==> src/rtl/dma_bank_pkg.sv <==
// Shared definitions for the DMA channel bank: register selector encoding,
// mode bit positions and an index-width helper that never returns zero.
package dma_bank_pkg;

    typedef enum logic [1:0] {
        SEL_ADDR   = 2'd0,
        SEL_COUNT  = 2'd1,
        SEL_MODE   = 2'd2,
        SEL_STATUS = 2'd3
    } regsel_e;

    localparam int MODE_AUTOINIT_BIT = 4;
    localparam int MODE_DEC_BIT      = 5;

    function automatic int idx_w(input int n);
        if (n > 1) begin
            return $clog2(n);
        end else begin
            return 1;
        end
    endfunction

endpackage

==> src/rtl/dma_chan_regs.sv <==
// One DMA channel: base/current address and count, mode byte, and the
// per-transfer advance with optional auto-init reload on terminal count.
module dma_chan_regs
    import dma_bank_pkg::*;
#(
    parameter  int ADDR_W = 16,
    localparam int BYTES  = ADDR_W / 8,
    localparam int PTR_W  = idx_w(BYTES)
) (
    input  logic              clk,
    input  logic              rst,
    input  logic              wr_addr,
    input  logic              wr_count,
    input  logic              wr_mode,
    input  logic [PTR_W-1:0]  byte_sel,
    input  logic [7:0]        wr_data,
    input  logic              step,
    output logic [ADDR_W-1:0] cur_addr,
    output logic [ADDR_W-1:0] cur_count,
    output logic [7:0]        mode,
    output logic              tc
);

    localparam logic [ADDR_W-1:0] ONE = ADDR_W'(1);

    logic [ADDR_W-1:0] base_addr_r;
    logic [ADDR_W-1:0] base_count_r;
    logic [ADDR_W-1:0] cur_addr_r;
    logic [ADDR_W-1:0] cur_count_r;
    logic [7:0]        mode_r;

    // A step that finds the count already at zero is the terminal transfer.
    assign tc        = step && (cur_count_r == {ADDR_W{1'b0}});
    assign cur_addr  = cur_addr_r;
    assign cur_count = cur_count_r;
    assign mode      = mode_r;

    // Register update: CPU byte loads win over a step on this channel.
    always_ff @(posedge clk) begin
        if (rst) begin
            base_addr_r  <= {ADDR_W{1'b0}};
            base_count_r <= {ADDR_W{1'b0}};
            cur_addr_r   <= {ADDR_W{1'b0}};
            cur_count_r  <= {ADDR_W{1'b0}};
            mode_r       <= 8'h00;
        end else begin
            if (wr_addr) begin
                for (int b = 0; b < BYTES; b++) begin
                    if (byte_sel == PTR_W'(b)) begin
                        base_addr_r[b*8 +: 8] <= wr_data;
                        cur_addr_r[b*8 +: 8]  <= wr_data;
                    end
                end
            end else if (wr_count) begin
                for (int b = 0; b < BYTES; b++) begin
                    if (byte_sel == PTR_W'(b)) begin
                        base_count_r[b*8 +: 8] <= wr_data;
                        cur_count_r[b*8 +: 8]  <= wr_data;
                    end
                end
            end else if (step) begin
                if (tc && mode_r[MODE_AUTOINIT_BIT]) begin
                    cur_addr_r  <= base_addr_r;
                    cur_count_r <= base_count_r;
                end else begin
                    cur_addr_r  <= mode_r[MODE_DEC_BIT] ? (cur_addr_r - ONE) : (cur_addr_r + ONE);
                    cur_count_r <= cur_count_r - ONE;
                end
            end
            if (wr_mode) begin
                mode_r <= wr_data;
            end
        end
    end

endmodule

==> src/rtl/dma_channel_bank.sv <==
// Bank of DMA channel register sets behind a byte-wide CPU port with a shared
// byte pointer, plus transfer stepping and sticky terminal-count status.
module dma_channel_bank
    import dma_bank_pkg::*;
#(
    parameter  int NUM_CH = 4,
    parameter  int ADDR_W = 16,
    localparam int CH_W   = idx_w(NUM_CH),
    localparam int BYTES  = ADDR_W / 8,
    localparam int PTR_W  = idx_w(BYTES)
) (
    input  logic              Clock,
    input  logic              Reset,
    input  logic              MasterClear,
    input  logic              RegWr,
    input  logic              RegRd,
    input  logic [CH_W-1:0]   RegCh,
    input  logic [1:0]        RegSel,
    input  logic [7:0]        DataIn,
    output logic [7:0]        DataOut,
    input  logic              ClearFF,
    input  logic              Step,
    input  logic [CH_W-1:0]   StepCh,
    output logic [ADDR_W-1:0] ActAddr,
    output logic [NUM_CH-1:0] TCPulse
);

    logic              rst_s;
    regsel_e           sel_s;
    logic              byte_acc_s;
    logic              rd_status_s;
    logic [PTR_W-1:0]  ptr_r;
    logic [PTR_W-1:0]  eff_ptr_s;
    logic [ADDR_W-1:0] cur_addr_s  [NUM_CH];
    logic [ADDR_W-1:0] cur_count_s [NUM_CH];
    logic [7:0]        mode_s      [NUM_CH];
    logic [NUM_CH-1:0] tc_s;
    logic [NUM_CH-1:0] sticky_r;
    logic [NUM_CH-1:0] tc_pulse_r;
    logic [7:0]        status_s;
    logic [ADDR_W-1:0] rd_addr_s;
    logic [ADDR_W-1:0] rd_count_s;
    logic [7:0]        rd_mode_s;
    logic [7:0]        rd_addr_byte_s;
    logic [7:0]        rd_count_byte_s;
    logic [7:0]        dout_s;
    logic [ADDR_W-1:0] act_addr_s;

    assign rst_s       = Reset || MasterClear;
    assign sel_s       = regsel_e'(RegSel);
    assign byte_acc_s  = (RegWr || RegRd) && ((sel_s == SEL_ADDR) || (sel_s == SEL_COUNT));
    assign rd_status_s = RegRd && (sel_s == SEL_STATUS);
    // ClearFF acts in the same cycle, so an access alongside it uses byte 0.
    assign eff_ptr_s   = ClearFF ? {PTR_W{1'b0}} : ptr_r;

    for (genvar i = 0; i < NUM_CH; i++) begin : g_ch
        logic hit_s;
        logic wr_addr_s;
        logic wr_count_s;
        logic wr_mode_s;
        logic step_s;

        assign hit_s      = RegWr && (RegCh == CH_W'(i));
        assign wr_addr_s  = hit_s && (sel_s == SEL_ADDR);
        assign wr_count_s = hit_s && (sel_s == SEL_COUNT);
        assign wr_mode_s  = hit_s && (sel_s == SEL_MODE);
        // An ADDR/COUNT load to this channel swallows a coincident step.
        assign step_s     = Step && (StepCh == CH_W'(i)) && !wr_addr_s && !wr_count_s;

        dma_chan_regs #(
            .ADDR_W (ADDR_W)
        ) u_regs (
            .clk       (Clock),
            .rst       (rst_s),
            .wr_addr   (wr_addr_s),
            .wr_count  (wr_count_s),
            .wr_mode   (wr_mode_s),
            .byte_sel  (eff_ptr_s),
            .wr_data   (DataIn),
            .step      (step_s),
            .cur_addr  (cur_addr_s[i]),
            .cur_count (cur_count_s[i]),
            .mode      (mode_s[i]),
            .tc        (tc_s[i])
        );
    end

    // Shared byte pointer: advances on every ADDR/COUNT access, wraps at BYTES.
    always_ff @(posedge Clock) begin
        if (rst_s) begin
            ptr_r <= {PTR_W{1'b0}};
        end else if (byte_acc_s) begin
            ptr_r <= (eff_ptr_s == PTR_W'(BYTES - 1)) ? {PTR_W{1'b0}} : (eff_ptr_s + PTR_W'(1));
        end else if (ClearFF) begin
            ptr_r <= {PTR_W{1'b0}};
        end
    end

    // Terminal-count pulse and sticky status; a new TC beats a status-read clear.
    always_ff @(posedge Clock) begin
        if (rst_s) begin
            tc_pulse_r <= {NUM_CH{1'b0}};
            sticky_r   <= {NUM_CH{1'b0}};
        end else begin
            tc_pulse_r <= tc_s;
            sticky_r   <= (rd_status_s ? {NUM_CH{1'b0}} : sticky_r) | tc_s;
        end
    end

    // Channel muxes for the CPU read path and the active address.
    always_comb begin
        rd_addr_s  = {ADDR_W{1'b0}};
        rd_count_s = {ADDR_W{1'b0}};
        rd_mode_s  = 8'h00;
        act_addr_s = {ADDR_W{1'b0}};
        status_s   = 8'h00;
        for (int i = 0; i < NUM_CH; i++) begin
            rd_addr_s   = rd_addr_s  | ({ADDR_W{RegCh == CH_W'(i)}} & cur_addr_s[i]);
            rd_count_s  = rd_count_s | ({ADDR_W{RegCh == CH_W'(i)}} & cur_count_s[i]);
            rd_mode_s   = rd_mode_s  | ({8{RegCh == CH_W'(i)}} & mode_s[i]);
            act_addr_s  = act_addr_s | ({ADDR_W{StepCh == CH_W'(i)}} & cur_addr_s[i]);
            status_s[i] = sticky_r[i];
        end
    end

    // Byte selection and register-select decode for DataOut.
    always_comb begin
        rd_addr_byte_s  = 8'h00;
        rd_count_byte_s = 8'h00;
        for (int b = 0; b < BYTES; b++) begin
            rd_addr_byte_s  = rd_addr_byte_s  | ({8{eff_ptr_s == PTR_W'(b)}} & rd_addr_s[b*8 +: 8]);
            rd_count_byte_s = rd_count_byte_s | ({8{eff_ptr_s == PTR_W'(b)}} & rd_count_s[b*8 +: 8]);
        end
        dout_s = 8'h00;
        if (RegRd) begin
            case (sel_s)
                SEL_ADDR:   dout_s = rd_addr_byte_s;
                SEL_COUNT:  dout_s = rd_count_byte_s;
                SEL_MODE:   dout_s = rd_mode_s;
                SEL_STATUS: dout_s = status_s;
                default:    dout_s = 8'h00;
            endcase
        end else begin
            dout_s = 8'h00;
        end
    end

    assign DataOut = dout_s;
    assign ActAddr = act_addr_s;
    assign TCPulse = tc_pulse_r;

endmodule

==> config.mk <==
export PLATFORM = sky130hd
export DESIGN_NAME = dma_channel_bank
export DESIGN_NICKNAME = d
export VERILOG_FILES = /design/src/rtl/dma_bank_pkg.sv /design/src/rtl/dma_chan_regs.sv /design/src/rtl/dma_channel_bank.sv
export SDC_FILE = /design/constraint.sdc
export NUM_CORES = 1
export LEC_CHECK = 0
export CORE_MARGIN = 5
export CORE_UTILIZATION = 63
export CTS_BUF_LIST = sky130_fd_sc_hd__clkbuf_16
export DETAILED_ROUTE_END_ITERATION = 16
export MAX_ROUTING_LAYER = met4
export PLACE_DENSITY_LB_ADDON = 0.08
export SETUP_SLACK_MARGIN = 0.5
export SLEW_MARGIN = 20
export SYNTH_ARGS = -nofsm -noshare
export SYNTH_HDL_FRONTEND = slang
export SYNTH_SLANG_ARGS = --single-unit
==> constraint.sdc <==
create_clock -name Clock -period 3.5 [get_ports Clock]
set_input_delay 0.525 -clock Clock [delete_from_list [all_inputs] [get_ports Clock]]
set_output_delay 0.525 -clock Clock [all_outputs]
set_load 0.005 [all_outputs]
After elaboration in Yosys (flattened, before gate mapping)
Cells that the tools add are included.

Bits in registers: 297. Input port bits: 21. Logic and storage cells: 257.

$add $sub $neg: 13. Equal/unequal tests: 29. Mux-type cells: 40. Bitwise operators: 40. Reductions and logical operators: 96.

Operators by type and width (number): $mux 16 (32); $and 16x16->16 (12); $or 16x16->16 (9); $sub 16x1->16 const B (8); $reduce_and 3->1 (24); $add 16x1->16 const B (4); $and 8x8->8 (8); $logic_not 16->1 (4); $ne 2x2->1 const B (20); $or 8x8->8 (5); $logic_and 1x1->1 (38); $pmux 8 s4 (1); $mux 8 (3); $reduce_and 2->1 (8); $reduce_bool 2->1 (8); $eq 2x2->1 const B (6); $logic_not 1->1 (8); $eq 2x1->1 const B (3); $logic_not 2->1 (3); $not 1->1 (5); $mux 4 (1); $or 4x4->4 (1); $logic_or 1x1->1 (3); $mux 1 (3); $add 1x1->1 const B (1).

Longest topological paths before layout
Depth after elaboration: 12. Depth in mapped cells: 12.

By module
A second synthesis with hierarchy kept.

Cells, all modules: 2295. Area total of the unflattened synthesis: 19123.3 um^2.

Modules (own cells, without submodules): dma_chan_regs at g_ch[0].u_regs ... (instances 2, cells an instance 517, area each 4210.3 um^2, sequential area each 1441.4 um^2); dma_chan_regs at g_ch[2].u_regs ... (instances 2, cells an instance 511, area each 4179.0 um^2, sequential area each 1441.4 um^2); dma_channel_bank (instances 1, cells an instance 239, area each 2344.7 um^2, sequential area each 180.2 um^2).

Worst setup path after synthesis
No wires, ideal clock.

Path type: input port to output port. From: input port RegCh[0]. To: output port DataOut[4]. Arrival time: 2.252 ns. Required time: 2.975 ns. Path slack: 0.723 ns. Stages: 8. Path buffers: 3. Cell sequence: buf_2 > buf_2 > clkbuf_1 > mux4_2 > mux2i_1 > o21ai_0 > o41ai_1 > nor2_1.

Cells in the longest elaborated chain, start to end: 9. Elaborated cells on any way between the ends: 33.

RTL lines: start, declared (RTL line dma_channel_bank.sv:17) `input logic [CH_W-1:0] RegCh,`; $eq 2x1->1 / $logic_not 2->1 (equally long branches) (RTL line dma_channel_bank.sv:118, dma_channel_bank.sv:119, dma_channel_bank.sv:120); $and 16x16->16 (on tied branches) (RTL line dma_channel_bank.sv:119, dma_channel_bank.sv:118); $or 16x16->16 (on tied branches) (3 in series) (RTL line dma_channel_bank.sv:119, dma_channel_bank.sv:118); $and 8x8->8 (on tied branches) (RTL line dma_channel_bank.sv:132, dma_channel_bank.sv:131); $or 8x8->8 (on tied branches) (RTL line dma_channel_bank.sv:132, dma_channel_bank.sv:131); $pmux 8 s4 (*) (RTL line dma_channel_bank.sv:136) `case (sel_s)`; $mux 8 (*) (RTL line dma_channel_bank.sv:135) `if (RegRd) begin`; end, declared (RTL line dma_channel_bank.sv:20) `output logic [7:0] DataOut,`.

Every way passes the cells marked *; elsewhere a longest branch is shown, timed or not.

Worst setup path in the final report
From: input port RegSel[0]. To: output port DataOut[6].

Cells in the longest elaborated chain, start to end: 3. Elaborated cells on any way between the ends: 6.

RTL lines: start, declared (RTL line dma_channel_bank.sv:18) `input logic [1:0] RegSel,`; $eq 2x2->1 (tied with other cells) (RTL line dma_channel_bank.sv:136); $pmux 8 s4 (*) (RTL line dma_channel_bank.sv:136); $mux 8 (*) (RTL line dma_channel_bank.sv:135).

Marked as above.

==> impl_summary.txt <==
----------------------------------------------------
[Clocking]
  CTS Root Buffer Type ... clkbuf_16
  Maximum buffer depth of the clock tree ... 3
  Clock latency on the worst-skew pair ... approximately 520 ps
  CTS tree ... yes
  Quantity of hold-fixing buffers added after cts ... 0
  Clock transition at the register clock pins on the worst setup and hold paths after CTS ... about 50 ps
  Number of buffers created by CTS ... 34
  CTS sink cnt ... about 300
  H-tree lvl count ... 2

[Finish]
  Area growth from synthesis to layout ... 13.68%
  Share of layout cells above drive strength 1 ... 11.27%
  Number of non-filler instances in the completed layout ... ~2.8k
  Layout Utilization ... 72.20%
  Count of inserted antenna diode cells ... 0
  Most frequent standard cell in the layout excluding fill and tap cells ... nand2_1
  Top library cells by usage in the layout, fill and taps aside ... nand2_1 (464), a21oi_1 (314), dfxtp_1 (277)
  Net count, final ... ~2.5k

[STA]
  Pins over their slew limit ... 0
  Max-Slew Margin vs Limit ... a little under a third
  Final worst clock skew ... between 20 and 25 ps
  Final Hold Fails ... 0
  Final setup violation count ... 0
  Final worst path period need ... between 2000 and 3000 ps
  Fmax achieved ... ~0.34 GHz
  Setup_tns ... 0 ps
  Unrepaired setup endpoints after global routing ... true
  Slew at the pin closest to its max-slew limit ... 1040 ps
  Period utilisation layout ... 83.87%

[Setup path]
  Highest fanout seen on the critical path ... 33
  Kind of end point of the critical path ... output pin
  Crit Path Category ... in2out
  Arrival time at the worst endpoint ... 2410 ps
  Start point of the critical path ... RegSel[0]
  Origin of the critical flop-to-flop path ... g_ch[0].u_regs.mode[5]
  Required time worst endpoint ... 2970 ps
  Type of origin of the critical path ... input port

[Floorplanning]
  Initial core utilization ... between 60% and 70%
  I/O pin total ... 49
  Die Y-Extent ... 179.7 um
  Die footprint ... about 0.032 mm2
  Count of standard-cell rows ... 62
  Area of the core ... between 0.02 and 0.03 mm2
  Die X-Extent ... around 180 um

[Placed design]
  Placed cells ... 2702
  Routability Congestion ... 0.9770
  Number of input and output port buffers inserted ... 48
  Detailed placement HPWL ... ~42 mm

[Global route]
  Pin count of the biggest net entering global routing ... 77
  Number of global-route vias before repair ... around 17k
  Global-route wire length before repair ... roughly 96 mm
  Overflow left after global routing ... 0
  GRT Total Usage ... around 37%
  Initial antenna violation count ... 0

[Route]
  Number of detailed-routing iterations run before antenna repair ... 6
  Routed wire length ... between 60 and 70 mm
  DRC ... 0
  Average via count per standard cell ... roughly 6.7
  Count of routing violations after the opening detailed-route iteration ... 2102
  Avg WL per Cell ... between 20 and 25 um
  Via count of the routed design ... 18.63k
  Post-route ant nets ... 0

[Synth]
  Seq/Total Area, Yosys ... around a third
  Synthesized-area fraction occupied by ao, oa, aoi and oai cells ... between 20% and 30%
  Number of warnings printed during yosys synthesis ... 0
  Multiplexer share of the synthesized area ... 8.826%
  Average footprint of a synthesized cell ... 7.732 um2
  Syn Inst Count ... 2345
  Main synth FF type ... dfxtp_1
  Share of synthesized cell area in full adder, half adder and majority cells ... roughly 4.9%
  Unique cell type count in the Yosys netlist ... 70
  Post-synthesis share of cell area spent on and, or, nand and nor gates ... a little over a fifth
  Number of flops mapped to enable cells by yosys ... 0
  Synth Cell Area ... around 0.018 mm2
  Fraction of registers with async set or reset after synthesis ... 0%
  Dominant combinational cell family by area after synthesis ... compound AO/OA/AOI/OAI gates
  Post-synthesis register bit count ... approximately 300
  XOR/XNOR share of the synthesized area ... 4.734%
  Syn Nets ... roughly 2.4k

[Status]
  Outcome ... completed

[Pwr]
  LEAKAGE ... about 7.9 nW
  Total power draw ... 7.968 mW
  Power density of the placed cells ... 386.6 mW/mm2
  Peak VDD IR ... approximately 0.36 mV

[Min path]
  Hold Crit Class ... reg2reg
  Hold path startpoint ... g_ch[0].u_regs.base_addr_r[4]

[Run]
  Maximum capacitance violations ... 0

----------------------------------------------------
cell usage after synthesis, drive strengths merged, types with 8 or more instances:
master    n  share of area, %
o211ai   65               2.7
mux4     50               6.2
dfxtp   297                33
nand2b   15              0.52
a21o     13              0.54
or3      17              0.59
nor4     16              0.62
a211oi   54               2.3
inv      18              0.37
a221oi   12              0.58
nor2b    16              0.55
a21oi   319               8.8
buf      33              0.92
mux2i    44               2.4
a31oi    19              0.66
xor2     37               1.8
o221ai    8              0.39
o41ai     8              0.39
ha       64               4.4
nand2   465               9.6
a311oi   16              0.77
o31ai     9              0.37
nor2    183               3.8
o21ai   172               4.7
clkbuf  134               2.8
xnor2    61               2.9
nor3     51               1.4
and3     16              0.55
nand3    50               1.4
flip-flops by register name (all words and copies together) (netlist names):
name                      count
g_ch.u_regs.base_addr_r      64
ptr_r                         1
sticky_r                      4
g_ch.u_regs.cur_count        64
g_ch.u_regs.cur_addr         64
TCPulse                       4
g_ch.u_regs.base_count_r     64
g_ch.u_regs.mode             32
worst paths after layout:
check,endpoint,slack (ps),depth (start not counted)
worst max register to register,g_ch[0].u_regs.cur_addr[15],670,9
worst min-delay path,g_ch[0].u_regs.base_addr_r[4],450,2
worst max-delay path,DataOut[6],560,6
worst min register to register,g_ch[0].u_regs.base_addr_r[4],450,2
power breakdown:
part,switching [mW],internal [mW],total (mW)
Sequential,0.0651,3.41,3.48
Clock,1.45,2.03,3.49
Combinational,0.608,0.392,1.00
Total,2.13,5.84,7.97
critical path, cell delays in order:
cell and delay (ps):
clkdlybuf4s50_1 450, buf_4 360, a21oi_1 100, nand3_1 160, o2111a_1 280, clkdlybuf4s50_1 520
per-stage QoR:
stage          setup slack, ps  instance area, um2  hold WS [ps]
2_1_floorplan            723.1               18130         432.0
3_3_place_gp             172.2               19160         440.3
3_5_place_dp             111.9               19160         445.2
4_1_cts                  508.8               20500         452.4
5_1_grt                  412.0               20610         468.8
6_report                 564.4               20610         454.1
metal layers:
metal / GRT usage, % / part of all wire (%) / up-vias
li1: - / - / 8494
met1: 50.10 / 40 / 8809
met2: 57.13 / 44 / 1096
met4: 14.20 / 4.8 / 0
met5: - / 0 / -
met3: 5.841 / 11 / 233
timing repair:
item | in CTS | in global routing
cloned | 3 | 0
pin swaps | 4 | 4
setup endpoints to repair | 25 | 30
setup buffers | 6 | 0
resized for setup | 45 | 38
layout make-up:
type | instances | area, um2
Multi-Input combinational cell | 1863 | 11600
Tap cell | 384 | 480.5
Timing Repair Buffer | 149 | 1410
Clock buffer | 35 | 875.8
Clock inverter | 24 | 192.7
Fill cell | 2393 | 7935
Inverter | 18 | 67.56
Sequential cell | 297 | 5983
cells by family (layout without fill, tap and decap cells):
logic type	after synthesis	after routing
xor+xnor	98	98
compound gates	732	732
buf+inv	185	226
flops	297	297
fa+ha+maj	68	68
mux	97	97
simple gates	868	868
(Power assumes the default switching activity.)
==> RTL change 1: new RTL, same settings <==
`ADDR_W` is set to 16 in 2 places; all go to 15.
--- a/src/rtl/dma_chan_regs.sv
+++ b/src/rtl/dma_chan_regs.sv
@@ -5,3 +5,3 @@
 #(
-    parameter  int ADDR_W = 16,
+    parameter  int ADDR_W = 15,
     localparam int BYTES  = ADDR_W / 8,
--- a/src/rtl/dma_channel_bank.sv
+++ b/src/rtl/dma_channel_bank.sv
@@ -6,3 +6,3 @@
     parameter  int NUM_CH = 4,
-    parameter  int ADDR_W = 16,
+    parameter  int ADDR_W = 15,
     localparam int CH_W   = idx_w(NUM_CH),
Ports: changed (resized ActAddr); port bits go from 49 to 48. No check against the original RTL was run, so the function may have changed too.
==> RTL change 1 against the original RTL <==
Synthesized area shrank 25%; sequential cell count fell by 72; total power is 26% lower; synthesized cell count shrank 29%; global-route usage shrank 4.5 points; worst setup slack worse by 0.026 ns; wire length fell by 35%; final area fell by 25%; critical endpoint is now DataOut[1]; highest routed layer unchanged.
==> RTL change 1: results (changes against the original RTL) <==
| Item | Value | Unit | Change |
| --- | --- | --- | --- |
| Start point of the worst hold path | g_ch[3].u_regs.base_count_r[0] | - |  |
| Sw Ratio | 0.256 | - | -0.0106 |
| Top cell family by delay on the critical path | multiplexers | - |  |
| Wire length on met1 | 17.1 | mm | -30% |
| Number of clock buffers inserted by TritonCTS | 25 | - | -26% |
| Vias in the first global route | 11.8k | - | -31% |
| End point of the worst hold path | g_ch[3].u_regs.base_count_r[0] | - |  |
| Cells taking the most area after synthesis | dfxtp_1 33%, mux4_2 6.4%, nand2_1 6.3% | - |  |
| Fraction of final layout cells sized beyond drive strength 1 | 0.104 | - | -0.00883 |
| Number of cells produced by synthesis | 1664 | - | -29% |
| Crit path capture | DataOut[1] | - |  |
| Placer Congestion | 0.981 | - | +0.45% |
| DRC violation total after the first TritonRoute iteration | 1465 | - | -30% |
| Max IR drop VDD | 0.000375 | V | +4.1% |
| Data arrival, critical path | 2.44 | ns | +0.03 ns |
| Status | complete, no violations | - |  |
| Setup WS pre-CTS | 0.223 | ns | +0.111 ns |
| Number of nets in the layout | 1779 | - | -27% |
| Portion of total power attributed to sequential cells | 0.449 | - | +0.012 |
| Hpwl dp | 28.2 | mm | -33% |
| Power Clock | 2610 | uW | -25% |
| Reg-to-reg setup timing slack | 0.65 | ns | -0.02 ns |
| CTS H-Tree Depth | 1 | - | -1 |
| Reg-to-reg critical path endpoint | g_ch[0].u_regs.cur_addr[12] | - |  |
| Slowest library cell on the worst path | mux4_2 | - |  |
[RTL change 1: cell count changes after synthesis, moves of 11 or more]
cell and delta:
a211oi_1 -36, a21oi_1 -190, a22oi_1 +23, clkbuf_1 -50
dfxtp_1 -72, mux4_2 -11, nand2_1 -237, nand3_1 +16
nor2_1 +35, nor3_1 -12, o211ai_1 -35, o21ai_0 -92
[RTL change 1: cell type report]
class	count	area, um2	share of cell area
repair buffers	105	993	0.0644
clock buffers	25	626	0.0406
clock inverters	21	183	0.0118
multi-input cells	1317	8680	0.563
flip-flops and latches	225	4520	0.293
well taps	275	344	0.0223
inverters	20	75.1	0.00487
[RTL change 1: layer usage]
metal	vias to the layer above	GRT usage
met4	0	0.113
met3	86	0.0385
li1	6057	-
met1	6016	0.456
met2	517	0.498
met5	-	-
[RTL change 1: repair_timing]
action	CTS	global route
resized for setup	9	14
gates cloned	0	2
setup endpoints to repair	25	12
buffers inserted	0	5
hold endpoints to repair	0	0
==> RTL change 2: new RTL, same flow settings <==
Without the edit above. The output `TCPulse` loses its register stage (`tc_pulse_r` becomes a continuous assignment).
--- a/src/rtl/dma_channel_bank.sv
+++ b/src/rtl/dma_channel_bank.sv
@@ -101,6 +101,4 @@
         if (rst_s) begin
-            tc_pulse_r <= {NUM_CH{1'b0}};
             sticky_r   <= {NUM_CH{1'b0}};
         end else begin
-            tc_pulse_r <= tc_s;
             sticky_r   <= (rd_status_s ? {NUM_CH{1'b0}} : sticky_r) | tc_s;
@@ -108,2 +106,4 @@
     end
+
+    assign tc_pulse_r = tc_s;
 
Check against the original RTL: not equivalent (a bounded check fails within 4 cycles, from zero or initial values).
==> RTL change 2 against the original RTL <==
Worst setup slack lost 0.053 ns; final area shrank 0.70%; critical path type is now flip-flop to output port; first-iteration DRC count grew 7.8%; total power shrank 2.6%; wire length grew 0.37%; sequential cell count shrank 4; synthesized area shrank 1.0%.
==> RTL change 2: results (changes against the original RTL) <==
| Item | Value | Unit | Change |
| --- | --- | --- | --- |
| Status | complete, no violations | - |  |
| Total met2 wirelength after detailed routing | 27.3 | mm | +0.24% |
| Buffers inserted during post-CTS setup optimization | 0 | - | -6 |
| Hpwl dp | 42.2 | mm | about the same |
| Share of the synthesized netlist area taken by xor and xnor gates | 0.0488 | - | +0.00147 |
| Number of nets in the layout | 2459 | - | +0.29% |
| Vias in the first global route | 17.2k | - | +0.70% |
| Leak | 0.00804 | uW | +1.4% |
| Slew @ Worst Pin | 1.01 | ns | -0.0287 ns |
| Via count | 18.6k | - | -0.36% |
| Min setup slack post-route | 0.511 | ns | -0.0531 ns |
| GR Util All Layers | 0.389 | - | +0.0165 |
| Synth top cells by count | 459 x nand2_1, 344 x a21oi_1, 293 x dfxtp_1, 194 x nor2_1, 170 x o21ai_0 | - |  |
| Placer Congestion | 1.04 | - | +6.5% |
| Fraction of synthesized area in multiplexers | 0.0858 | - | -0.00249 |
| Post-Synth Adder-Cell Area | 0.0491 | - | +0.000508 |
| Crit path from | g_ch[2].u_regs.mode[5] | - |  |
| Synthesized area per cell | 7.69 | um2 | -0.61% |
| Data arrival, critical path | 2.46 | ns | +0.05 ns |
| GR Util met3 | 0.0702 | - | +0.0118 |
| Total of cells resized after clock tree synthesis | 39 | - | -13% |
| Post-Place Cells | 2698 | - | -0.15% |
| End point of the worst hold path | g_ch[3].u_regs.base_count_r[13] | - |  |
| Crit path capture | DataOut[5] | - |  |
| Fraction of met2 tracks used by global routing | 0.595 | - | +0.0239 |
| Critical register-to-register path startpoint | g_ch[0].u_regs.cur_addr[8] | - |  |
| Met3 wirelength from detailed routing | 6.94 | mm | +1.8% |
| Slowest library cell on the worst path | mux4_2 | - |  |
| Wire length on met1 | 24.0 | mm | -1.6% |
| Fraction of final layout cells sized beyond drive strength 1 | 0.113 | - | +0.000135 |
| Portion of the post-synthesis area used by sequential elements | 0.327 | - | -0.00103 |
| Initial antenna violation count | 1 | - | +1 |
| Dpl cell area | 19100 | um2 | -0.32% |
| Compound-gate portion of the synthesized area | 0.243 | - | +0.00431 |
| DRC violation total after the first TritonRoute iteration | 2267 | - | +7.8% |
| Number of distinct library cell variants in the gate-level netlist after synthesis | 75 | - | +7.1% |
| Delay of the slowest cell on the worst path | 0.48 | ns | -0.04 ns |
| Wire length of the first global-routing pass | 95.7 | mm | about the same |
| Detail-routed via count per cell | 6.70 | - | -0.40% |
| Largest clock skew in the final design | 0.0196 | ns | -0.00166 ns |
| Start point of the worst hold path | g_ch[3].u_regs.base_count_r[13] | - |  |
| Reg-to-reg setup timing slack | 0.69 | ns | +0.02 ns |
| Setup WS pre-CTS | 0.207 | ns | +0.0953 ns |
| Max IR drop VDD | 0.000379 | V | +5.4% |
| Met1 capacity usage during global routing | 0.506 | - | +0.00512 |
==> RTL change 2: kinds of logic after synthesis <==
family / count (synthesis)
compound gates: 744
xor+xnor: 100
fa+ha+maj: 68
buf+inv: 188
flops: 293
mux: 96
simple gates: 846
==> RTL change 2: layout make-up <==
type                       count  area share
tap                          378      0.0231
inverter                      23     0.00422
sequential                   293       0.288
multi-input combinational   1854       0.561
clock buffer                  35      0.0428
clock inverter                23     0.00666
timing repair buffer         164      0.0741
antenna                        1    0.000122
==> RTL change 2: report_power, final <==
| group | leakage, uW | switching (uW) | internal (uW) |
|---|---|---|---|
| Sequential | 0.00237 | 67.5 | 3370 |
| Combinational | 0.00515 | 598 | 403 |
| Clock | 0.000521 | 1440 | 1880 |
| Total | 0.00804 | 2110 | 5650 |
==> RTL change 2: worst register-to-register path, delay by kind of cell (launching register included) <==
kind            cells  cell delay, ns
simple gates        5            1.24
fa+ha+maj           1            0.31
compound gates      3            0.73
flops               1            0.43
